$ cat config.mk
export PLATFORM = sky130hd
export DESIGN_NAME = display_scan
export DESIGN_NICKNAME = d
export VERILOG_FILES = /design/src/rtl/display_pkg.sv /design/src/rtl/bcd_to_7seg.sv /design/src/rtl/display_scan.sv
export SDC_FILE = /design/constraint.sdc
export NUM_CORES = 1
export LEC_CHECK = 0
export CAP_MARGIN = 20
export CORE_ASPECT_RATIO = 0.8
export CORE_UTILIZATION = 54
export DETAILED_ROUTE_END_ITERATION = 16
export GPL_TIMING_DRIVEN = 0
export PLACE_DENSITY = 0.79
export SLEW_MARGIN = 30
export SYNTH_ARGS = -nofsm -noshare
export SYNTH_HDL_FRONTEND = slang
export SYNTH_SLANG_ARGS = --single-unit
export TNS_END_PERCENT = 5
$ cat constraint.sdc
create_clock -name clk -period 2.6 [get_ports clk]
set_input_delay 0.39 -clock clk [delete_from_list [all_inputs] [get_ports clk]]
set_output_delay 0.39 -clock clk [all_outputs]
set_load 0.02 [all_outputs]
$ cat src/rtl/display_pkg.sv
// Shared types and glyph constants for the multiplexed 7-segment display scanner.
package display_pkg;

    localparam int unsigned SEG_W = 7;
    localparam int unsigned BCD_W = 4;

    typedef logic [SEG_W-1:0] seg_t;   // {g,f,e,d,c,b,a}, active-low
    typedef logic [BCD_W-1:0] bcd_t;

    localparam seg_t SEG_BLANK = 7'b1111111;
    localparam seg_t SEG_DASH  = 7'b0111111;

    // Counter width for a modulus n, never narrower than one bit.
    function automatic int unsigned cnt_width(input int unsigned n);
        return (n > 1) ? $clog2(n) : 1;
    endfunction

endpackage

$ cat src/rtl/bcd_to_7seg.sv
// Combinational BCD to active-low 7-segment decoder; codes 10-15 render a dash.
module bcd_to_7seg
    import display_pkg::*;
(
    input  bcd_t i_bcd,
    output seg_t o_seg_c
);

    always_comb begin
        o_seg_c = SEG_DASH;
        case (i_bcd)
            4'd0:    o_seg_c = 7'b1000000;
            4'd1:    o_seg_c = 7'b1111001;
            4'd2:    o_seg_c = 7'b0100100;
            4'd3:    o_seg_c = 7'b0110000;
            4'd4:    o_seg_c = 7'b0011001;
            4'd5:    o_seg_c = 7'b0010010;
            4'd6:    o_seg_c = 7'b0000010;
            4'd7:    o_seg_c = 7'b1111000;
            4'd8:    o_seg_c = 7'b0000000;
            4'd9:    o_seg_c = 7'b0010000;
            default: o_seg_c = SEG_DASH;
        endcase
    end

endmodule

$ cat src/rtl/display_scan.sv
// Time-multiplexed BCD display scanner with frame-coherent shadow registers.
// Optional leading-zero blanking: define DISPLAY_LEADING_ZERO_BLANK_EN.
module display_scan
    import display_pkg::*;
#(
    parameter int unsigned DIGITS   = 4,
    parameter int unsigned SCAN_DIV = 50000
) (
    input  logic                    clk,
    input  logic                    reset,
    input  logic [BCD_W*DIGITS-1:0] digits,
    input  logic [DIGITS-1:0]       dp_in,
    output seg_t                    seg,
    output logic                    dp,
    output logic [DIGITS-1:0]       an
);

    localparam int unsigned CNT_W = cnt_width(SCAN_DIV);
    localparam int unsigned IDX_W = cnt_width(DIGITS);

    logic [CNT_W-1:0]        r_scan_cnt;
    logic [IDX_W-1:0]        r_idx;
    logic [BCD_W*DIGITS-1:0] r_shadow;
    logic [DIGITS-1:0]       r_shadow_dp;
    seg_t                    r_seg;
    logic                    r_dp;
    logic [DIGITS-1:0]       r_an;

    logic                    w_cnt_wrap;
    logic                    w_idx_last;
    bcd_t                    w_sel_bcd;
    seg_t                    w_dec_seg;
    logic [DIGITS-1:0]       w_blank;

    assign w_cnt_wrap = (r_scan_cnt == CNT_W'(SCAN_DIV - 1));
    assign w_idx_last = (r_idx == IDX_W'(DIGITS - 1));
    assign w_sel_bcd  = r_shadow[BCD_W*r_idx +: BCD_W];

    // Slot timing: scan_cnt paces each digit, idx walks the digits.
    always_ff @(posedge clk or posedge reset) begin
        if (reset) begin
            r_scan_cnt <= '0;
            r_idx      <= '0;
        end else begin
            r_scan_cnt <= w_cnt_wrap ? '0 : r_scan_cnt + CNT_W'(1);
            if (w_cnt_wrap) begin
                r_idx <= w_idx_last ? '0 : r_idx + IDX_W'(1);
            end
        end
    end

    // Shadows only update on the last cycle of a frame so a frame is never torn.
    always_ff @(posedge clk or posedge reset) begin
        if (reset) begin
            r_shadow    <= '0;
            r_shadow_dp <= '0;
        end else if (w_cnt_wrap && w_idx_last) begin
            r_shadow    <= digits;
            r_shadow_dp <= dp_in;
        end
    end

`ifdef DISPLAY_LEADING_ZERO_BLANK_EN
    logic w_run;

    // A digit blanks while it and every more significant digit are zero; digit 0 never blanks.
    always_comb begin
        w_blank = '0;
        w_run   = 1'b1;
        for (int i = DIGITS - 1; i > 0; i--) begin
            w_run      = w_run && (r_shadow[BCD_W*i +: BCD_W] == '0);
            w_blank[i] = w_run;
        end
    end
`else
    assign w_blank = '0;
`endif

    bcd_to_7seg u_dec (
        .i_bcd   (w_sel_bcd),
        .o_seg_c (w_dec_seg)
    );

    // Output stage: one clk behind idx, blank while reset is asserted.
    always_ff @(posedge clk or posedge reset) begin
        if (reset) begin
            r_seg <= SEG_BLANK;
            r_dp  <= 1'b1;
            r_an  <= '1;
        end else begin
            r_seg <= w_blank[r_idx] ? SEG_BLANK : w_dec_seg;
            r_dp  <= ~r_shadow_dp[r_idx];
            r_an  <= ~(DIGITS'(1) << r_idx);
        end
    end

    assign seg = r_seg;
    assign dp  = r_dp;
    assign an  = r_an;

endmodule

==> impl_metrics.env, run 1 <==
export IMPL_vias_per_cell=5.50
export IMPL_clock_sinks=50
export IMPL_crit_required_ps=2780
export IMPL_slew_violations=0
export IMPL_fin_tns_setup_ps=0
export IMPL_yosysUniqueCellTypes=34
export IMPL_layout_min_cycle_time_ps=2120
export IMPL_fmax_mhz=471
export IMPL_rsz0062_at_grt="false"
export IMPL_design_area_mm2=0.00292
export IMPL_post_cts_setup_buffers=0
export IMPL_p_leak_uw=0.00133
export IMPL_cts_hold_buf=0
export IMPL_path_class="reg2reg"
export IMPL_setup_violations=0
export IMPL_synth_area_leaders="dfrtp_1, dfstp_2, mux2_4, ha_1, mux4_2"
export IMPL_port_buffers=33
export IMPL_reg2reg_to="r_shadow_dp[1]"
export IMPL_layout_nets=256
export IMPL_hold_class="in2async"
export IMPL_internal_power_uw=1180
export IMPL_rrSetupSlack_ps=480
export IMPL_num_antenna_cells=0
export IMPL_synth_top_cell_area_share_pct=39.9
export IMPL_pwr_density_cell_mw_per_mm2=514
export IMPL_yosysSeqAreaShare_pct=53.1
export IMPL_avgRoutedWirePerCell_um=15.8
export IMPL_fin_crit_sh_pct=81.6
export IMPL_swShare_pct=21.2
export IMPL_final_cell_mix="dfrtp_1, clkdlybuf4s50_1, mux2_4"
export IMPL_start_util_pct=56.7
export IMPL_drv_cap=0
export IMPL_htree_levels=2
export IMPL_core_area_mm2=0.00420
export IMPL_slew_headroom_pct=61.7
export IMPL_cts_tree="yes"
export IMPL_syn_to_final_growth_pct=22.5
export IMPL_synth_seq_cells=50
export IMPL_synth_area_mm2=0.00238
export IMPL_regToRegStartpoint="r_scan_cnt[7]"
export IMPL_arrival_ps=2300
export IMPL_layout_commonest_cell="dfrtp_1"
export IMPL_track_usage_pct=20.8
export IMPL_routed_wl_mm=4.45
export IMPL_drc_errors=0
export IMPL_p_clk_share_pct=35.4
export IMPL_globalplace_congestion=0.801
export IMPL_vias=1546
export IMPL_utilization_pct=69.4
export IMPL_syn_inst=182
export IMPL_yosysWarnings=0
export IMPL_synth_top_area_cell="dfrtp_1"
export IMPL_fp_dieW_um=76.3
export IMPL_grt_pass1_vias=1508
export IMPL_ir_drop_uv=339
export IMPL_rows=21
export IMPL_worstMarginPinSlew_ps=573
export IMPL_avgSynthCellArea_um2=13.1
export IMPL_cts_made_buffers=5
export IMPL_hold_viol_final=0
export IMPL_clk_pin_slew_ps=90
export IMPL_overflow=0
export IMPL_cp_end_kind="flip-flop"
export IMPL_drive_gt1_share_pct=23.2
export IMPL_clock_skew_ps=12.7
export IMPL_first_pass_iters=4
export IMPL_cp_start_kind="flip-flop"
export IMPL_r2r_cells=5
export IMPL_io_pins=34
export IMPL_drtIter0Drc=161
export IMPL_total_power_uw=1500
export IMPL_synthesis_nets=215
export IMPL_grt_pass1_wl_mm=7.26
export IMPL_place_hpwl_mm=3.19
export IMPL_cts_resized=0
export IMPL_p_switching_uw=319
export IMPL_combPwrFrac_pct=9.7
export IMPL_antenna_found_initial=0
export IMPL_grt_max_degree=27
export IMPL_die_area_mm2=0.00469
export IMPL_p_seq_share_pct=54.9
export IMPL_cts_root_buf="clkbuf_8"
export IMPL_path_max_fanout=10
export IMPL_clock_path_buffers=2
export IMPL_status="finished clean"
export IMPL_die_height_um=61.4
export IMPL_drtAntennaViolNets=0
export IMPL_insertion_delay_ps=300
export IMPL_dpl_cell_area_mm2=0.00281
-- cell usage after synthesis, drive strengths merged --
| cell type | number |
|---|---|
| a21oi | 5 |
| a2bb2oi | 1 |
| a32oi | 1 |
| and3 | 1 |
| and4 | 1 |
| buf | 3 |
| clkbuf | 2 |
| dfrtp | 38 |
| dfstp | 12 |
| ha | 11 |
| inv | 12 |
| mux2 | 20 |
| mux4 | 5 |
| nand2 | 12 |
| nand3 | 7 |
| nand4 | 3 |
| nor2 | 13 |
| nor2b | 1 |
| nor3 | 1 |
| nor4 | 2 |
| o21ai | 6 |
| o311ai | 2 |
| o31a | 1 |
| o31ai | 1 |
| or2 | 2 |
| or3 | 3 |
| or4 | 1 |
| or4b | 1 |
| or4bb | 2 |
| xnor2 | 4 |
| xor2 | 8 |
-- registers in the layout (all words and copies together) (netlist names) --
name	count
dp	1
an	4
r_shadow_dp	4
r_scan_cnt	16
seg	7
r_shadow	16
r_idx	2
-- worst max-delay path by stage --
stage | start | end | slack, ps | cells past startpoint
floorplan | r_scan_cnt[7] | r_shadow[0] | 640 | 5
global route | r_scan_cnt[7] | r_shadow_dp[0] | 370 | 5
global placement | reset | r_shadow_dp[2] | 220 | 2
finish | r_scan_cnt[7] | r_shadow_dp[1] | 480 | 5
detailed placement | r_scan_cnt[7] | r_shadow[3] | 500 | 5
CTS | r_scan_cnt[7] | r_shadow_dp[1] | 470 | 5
-- power groups by stage --
stage | sequential [uW] | combinational (uW) | clock (uW)
after floorplan | 848 | 61.8 | 0
after global placement | 836 | 136 | 0
after detailed placement | 838 | 145 | 0
after CTS | 824 | 147 | 538
after global routing | 827 | 159 | 582
final | 824 | 146 | 531
-- cell families after synthesis --
family | Yosys count | share of synthesized area, %
AOI/OAI and AO/OA | 17 | 4.46
xor gates and xnor gates | 12 | 4.41
adders and majority gates | 11 | 5.77
buffers and inverters | 17 | 3.36
DFF | 50 | 53.1
muxes | 25 | 17.3
and+or+nand+nor | 50 | 11.5
-- worst max-delay path, cell delays in order, from the launching register on --
cell and delay (ps):
dfrtp_1 440, or4b_1 590, nor4_4 370, nand2_2 120, buf_6 180, mux2_4 300
-- layer usage --
| metal | GRT usage [%] | share of wire [%] | up-vias |
|---|---|---|---|
| met2 | 32.4 | 47 | 55 |
| met5 | 0 | 0 | - |
| li1 | - | - | 711 |
| met3 | 4.44 | 4.4 | 8 |
| met1 | 29.2 | 47 | 772 |
| met4 | 8.24 | 1.6 | 0 |
-- cell type report --
cell class                 count  area (um2)
tap                           57        71.3
multi-input combinational    115        1040
fill                         288        1280
clock buffer                   7        76.3
inverter                      12        45.0
timing repair buffer          34         358
buffer                         5        35.0
sequential                    50        1270
clock inverter                 1        30.0
-- metrics by stage --
step	setup slack [ps]	hold WS [ps]	cells
2_1_floorplan	643	448	182
3_3_place_gp	221	468	272
3_5_place_dp	496	481	273
4_1_cts	466	468	281
5_1_grt	373	498	281
6_report	478	462	281
No activity file was read; power rests on OpenSTA's default activity.
==> inputs of run 2 (changes only) <==
Settings changed: CORE_UTILIZATION 54 to 49, PLACE_DENSITY 0.79 to 0.76.
Clock period 2.6 ns to 1.84 ns, I/O delays scaled along.
==> run 2 against run 1 <==
  * The run now ends with setup timing left
  * Sequential cell count stayed put
  * Via count is 3.1% lower
  * Register-to-register slack worse by 700 ps
  * Clock power grew 16%
  * Hold slack got worse by 58 ps
  * Cell count up 2.8%
  * Critical endpoint is now r_shadow_dp[0]
==> impl_metrics.env, run 2 (synthesis results as in run 1) <==
export IMPL_globalplace_congestion=0.797
export IMPL_pwr_density_cell_mw_per_mm2=671
export IMPL_clk_pin_slew_ps=90
export IMPL_dp_cells=275
export IMPL_regArea_mm2=0.00127
export IMPL_slew_headroom_pct=60.3
export IMPL_overflow=0
export IMPL_grt_max_degree=51
export IMPL_htree_levels=2
export IMPL_drv_cap=0
export IMPL_drive_gt1_share_pct=29.3
export IMPL_violations="setup timing"
export IMPL_antenna_found_initial=0
export IMPL_fin_cells=289
export IMPL_rows=22
export IMPL_vias=1498
export IMPL_clock_sinks=50
export IMPL_die_area_mm2=0.00515
export IMPL_core_area_mm2=0.00462
export IMPL_drc_errors=0
export IMPL_port_buffers=33
export IMPL_fp_dieW_um=80.0
export IMPL_worstMarginPinSlew_ps=595
export IMPL_avgRoutedWirePerCell_um=14.7
export IMPL_cts_hold_buf=0
export IMPL_p_leak_uw=0.00135
export IMPL_final_cell_mix="dfrtp_1, clkdlybuf4s50_1, mux2_4"
export IMPL_ir_drop_uv=347
export IMPL_drtAntennaViolNets=0
export IMPL_cts_made_buffers=5
export IMPL_grt_pass1_wl_mm=7.05
export IMPL_r2r_cells=5
export IMPL_reg2reg_to="r_shadow_dp[0]"
export IMPL_path_class="reg2reg"
export IMPL_rrSetupSlack_ps=-220
export IMPL_cp_end_kind="flip-flop"
export IMPL_io_pins=34
export IMPL_utilization_pct=64.0
export IMPL_layout_nets=261
export IMPL_fmax_mhz=486
export IMPL_rsz0062_at_grt="true"
export IMPL_path_max_fanout=10
export IMPL_grt_pass1_vias=1444
export IMPL_crit_required_ps=2020
export IMPL_nFillCells=352
export IMPL_track_usage_pct=18.4
export IMPL_vias_per_cell=5.18
export IMPL_status="finished with violations"
export IMPL_arrival_ps=2240
export IMPL_clock_skew_ps=9.28
export IMPL_regToRegStartpoint="r_scan_cnt[10]"
export IMPL_routed_wl_mm=4.26
export IMPL_layout_commonest_cell="dfrtp_1"
export IMPL_setup_violations=23
export IMPL_fin_crit_sh_pct=112
export IMPL_syn_to_final_growth_pct=24.1
export IMPL_setup_ws_ps=-217
export IMPL_slew_violations=0
export IMPL_layout_min_cycle_time_ps=2060
export IMPL_hold_class="in2async"
export IMPL_insertion_delay_ps=300
export IMPL_cp_start_kind="flip-flop"
export IMPL_cts_root_buf="clkbuf_8"
export IMPL_drtIter0Drc=76
export IMPL_design_area_mm2=0.00296
export IMPL_first_pass_iters=4
export IMPL_dpl_cell_area_mm2=0.00279
export IMPL_place_hpwl_mm=2.81
export IMPL_post_place_ws_ps=-285
export IMPL_clock_path_buffers=2
export IMPL_start_util_pct=51.5
export IMPL_num_antenna_cells=0
export IMPL_cts_tree="yes"
export IMPL_die_height_um=64.4
export IMPL_hold_viol_final=0
export IMPL_multi_input_area_mm2=0.00107
## run 2: worst max-delay path, cell delays in order (launching register included)
cell,delay [ps]
dfrtp_1,440
or4b_4,510
nor4_4,380
nand2_2,130
buf_6,180
mux2_4,300
## run 2: power breakdown
group          switching (uW)  internal, uW
logic                    86.8           118
registers                18.7          1140
clock network             352           264
total                     457          1530
## run 2: what timing repair did
action,4_1_cts,5_1_grt
pin swaps,1,2
endpoints found under the hold margin,0,0
resized for setup,5,12
setup buffers,6,0
setup endpoints to repair,37,36
## run 2: final cells by class
type                    count  area share, %
flip-flops and latches     50           42.8
plain buffers               5           1.48
clock inverters             2          0.338
inverters                  12           1.61
multi-input cells         115           36.1
clock buffers               6           2.45
well taps                  60           2.54
repair buffers             39           12.7
## run 2: how the worst max path moves through the flow
stage | startpoint | end | slack [ps] | cells past startpoint
finish | r_scan_cnt[10] | r_shadow_dp[0] | -220 | 5
global route | r_scan_cnt[10] | r_shadow[3] | -290 | 5
CTS | r_scan_cnt[7] | r_shadow_dp[0] | -180 | 5
detailed placement | r_scan_cnt[12] | r_shadow_dp[0] | -280 | 5
global placement | reset | r_shadow[4] | -540 | 2
floorplan | r_scan_cnt[12] | r_shadow[0] | -110 | 5
## run 2: metal layers
metal  up-vias  GRT usage (%)  wire (um)
met3         5           4.14        136
li1        720              -          -
met4         0           5.36         55
met5         -              0          0
met1       742           26.6       2100
met2        31           27.7       1970
## run 2: stage by stage
step / setup TNS [ps] / power (uW) / hold WS (ps)
6_report: -4140 / 1980 / 404
5_1_grt: -6310 / 2070 / 455
4_1_cts: -4760 / 1990 / 432
3_5_place_dp: -8250 / 1380 / 475
3_3_place_gp: -29990 / 1370 / 466
2_1_floorplan: -2270 / 1280 / 425
==> inputs of run 3 (changes only) <==
Settings changed: CORE_MARGIN set to 2.
==> run 3 against run 2 <==
  * The run still ends with setup timing left
  * Via count increased by 0.33%
  * Register-to-register slack improved by 50 ps
  * First-iteration DRC count decreased by 3.9%
  * Die area increased by 5.7%
  * Sequential share of layout area decreased by 1.1 points
  * Final area increased by 2.6%
  * Sequential cell count unchanged
  * Clock power increased by 23%
  * Hold slack got worse by 9.0 ps
  * Sequential power about the same
  * Combinational power about the same
  * Critical path type unchanged
  * Critical endpoint is now r_shadow_dp[1]
  * Highest routed layer unchanged
==> impl_metrics.env, run 3 (synthesis results as in run 1) <==
export IMPL_slew_headroom_pct=60.3
export IMPL_drtAntennaViolNets=0
export IMPL_overflow=0
export IMPL_fp_dieW_um=82.0
export IMPL_layout_commonest_cell="dfrtp_1"
export IMPL_drc_errors=0
export IMPL_layout_min_cycle_time_ps=2010
export IMPL_rsz0062_at_grt="true"
export IMPL_cp_end_kind="flip-flop"
export IMPL_core_area_mm2=0.00462
export IMPL_place_hpwl_mm=2.89
export IMPL_hold_class="in2async"
export IMPL_violations="setup timing"
export IMPL_p_leak_uw=0.00140
export IMPL_vias=1503
export IMPL_design_area_mm2=0.00304
export IMPL_p_switching_uw=459
export IMPL_port_buffers=33
export IMPL_grt_pass1_wl_mm=7.19
export IMPL_dpl_cell_area_mm2=0.00279
export IMPL_drv_cap=0
export IMPL_ir_drop_uv=429
export IMPL_fin_crit_sh_pct=109
export IMPL_fmax_mhz=498
export IMPL_combPwrFrac_pct=9.6
export IMPL_antenna_found_initial=0
export IMPL_die_height_um=66.4
export IMPL_routed_wl_mm=4.27
export IMPL_status="finished with violations"
export IMPL_worstPathCellList="or4b_4, nor4_4, buf_4, nand2_2, buf_6, mux2_4"
export IMPL_swShare_pct=21.6
export IMPL_crit_required_ps=2030
export IMPL_track_usage_pct=18.0
export IMPL_cpPeakStageDelay_ps=550
export IMPL_cpLargestDelayFamily="simple AND/OR/NAND/NOR gates"
export IMPL_first_pass_iters=4
export IMPL_p_clk_share_pct=35.6
export IMPL_clock_skew_ps=12.5
export IMPL_clock_path_buffers=2
export IMPL_cts_tree="yes"
export IMPL_setup_ws_ps=-168
export IMPL_start_util_pct=51.5
export IMPL_arrival_ps=2190
export IMPL_drtIter0Drc=73
export IMPL_utilization_pct=65.6
export IMPL_htree_levels=2
export IMPL_avgRoutedWirePerCell_um=14.4
export IMPL_cp_start_kind="flip-flop"
export IMPL_p_seq_share_pct=54.9
export IMPL_slew_violations=0
export IMPL_pwr_density_cell_mw_per_mm2=699
export IMPL_grt_pass1_vias=1521
export IMPL_path_max_fanout=10
export IMPL_critPathSlowestCell="or4b_4"
export IMPL_die_area_mm2=0.00544
export IMPL_num_antenna_cells=0
export IMPL_final_cell_mix="dfrtp_1, clkdlybuf4s50_1, mux2_4"
export IMPL_clock_sinks=50
export IMPL_worstMarginPinSlew_ps=595
export IMPL_whs_ps=395
export IMPL_rows=22
export IMPL_clk_pin_slew_ps=90
export IMPL_path_class="reg2reg"
export IMPL_insertion_delay_ps=300
export IMPL_cts_root_buf="clkbuf_8"
export IMPL_layout_nets=268
export IMPL_cp_buffers_inverters=2
export IMPL_syn_to_final_growth_pct=27.3
export IMPL_fin_tns_setup_ps=-3070
export IMPL_globalplace_congestion=0.833
export IMPL_drive_gt1_share_pct=30.5
export IMPL_setup_violations=21
export IMPL_hold_viol_final=0
export IMPL_io_pins=34
export IMPL_vias_per_cell=5.08
export IMPL_cts_made_buffers=5
export IMPL_grt_max_degree=51
export IMPL_internal_power_uw=1660
==> run 3: cell count changes in the layout (fill, tap and decap cells not counted) <==
cell       change
buf_4          +6
buf_2          -2
buf_6          +1
buf_8          +1
bufinv_16      +1
ha_1           +1
ha_4           -1
nor2_1         +1
nor2_2         -1
o21ai_0        -1
o21ai_1        +1
==> run 3: stage by stage <==
stage | worst slack [ps] | total power, uW | instances
global route | -252 | 2220 | 296
finish | -168 | 2120 | 296
global placement | -541 | 1370 | 275
CTS | -147 | 2140 | 293
floorplan | -114 | 1280 | 182
detailed placement | -289 | 1380 | 275
==> run 3: power by group through the flow <==
stage               clock network [uW]  logic (uW)  registers, uW
floorplan                            0        87.3           1200
CTS                                773         203           1160
detailed placement                   0         197           1180
global placement                     0         192           1180
finish                             755         203           1160
global route                       824         223           1170
==> run 3: worst paths after layout <==
| kind | startpoint | endpoint | slack (ps) | cells after the start |
|---|---|---|---|---|
| min | reset | r_idx[1] | 390 | 2 |
| max in group asynchronous | reset | r_scan_cnt[4] | 1030 | 2 |
| max | r_scan_cnt[7] | r_shadow_dp[1] | -170 | 6 |
| min in group clk | r_scan_cnt[0] | r_scan_cnt[0] | 490 | 1 |
| max reg2reg | r_scan_cnt[7] | r_shadow_dp[1] | -170 | 6 |
| min reg2reg | r_scan_cnt[0] | r_scan_cnt[0] | 490 | 1 |
==> run 3: layout make-up <==
cell class	count	area, um2
clock buffers	5	68.8
plain buffers	5	52.6
flip-flops and latches	50	1270
clock inverters	3	40.0
repair buffers	46	432
multi-input cells	115	1050
fillers	361	1590
well taps	60	75.1
inverters	12	47.5
==> run 3: per-layer routing <==
layer,up-vias,track usage [%],wire [um]
met5,-,0,0
met4,0,6.04,32
met3,4,4.51,158
met2,34,26.1,1990
met1,730,26.2,2090
li1,735,-,-
==> run 3: what timing repair did <==
item                       in CTS  in global routing
hold buffers                    0                  0
pin swaps                       1                  2
setup endpoints to repair      37                 36
setup buffers                  10                  3
gates resized for setup         9                  6
cloned                          0                  0
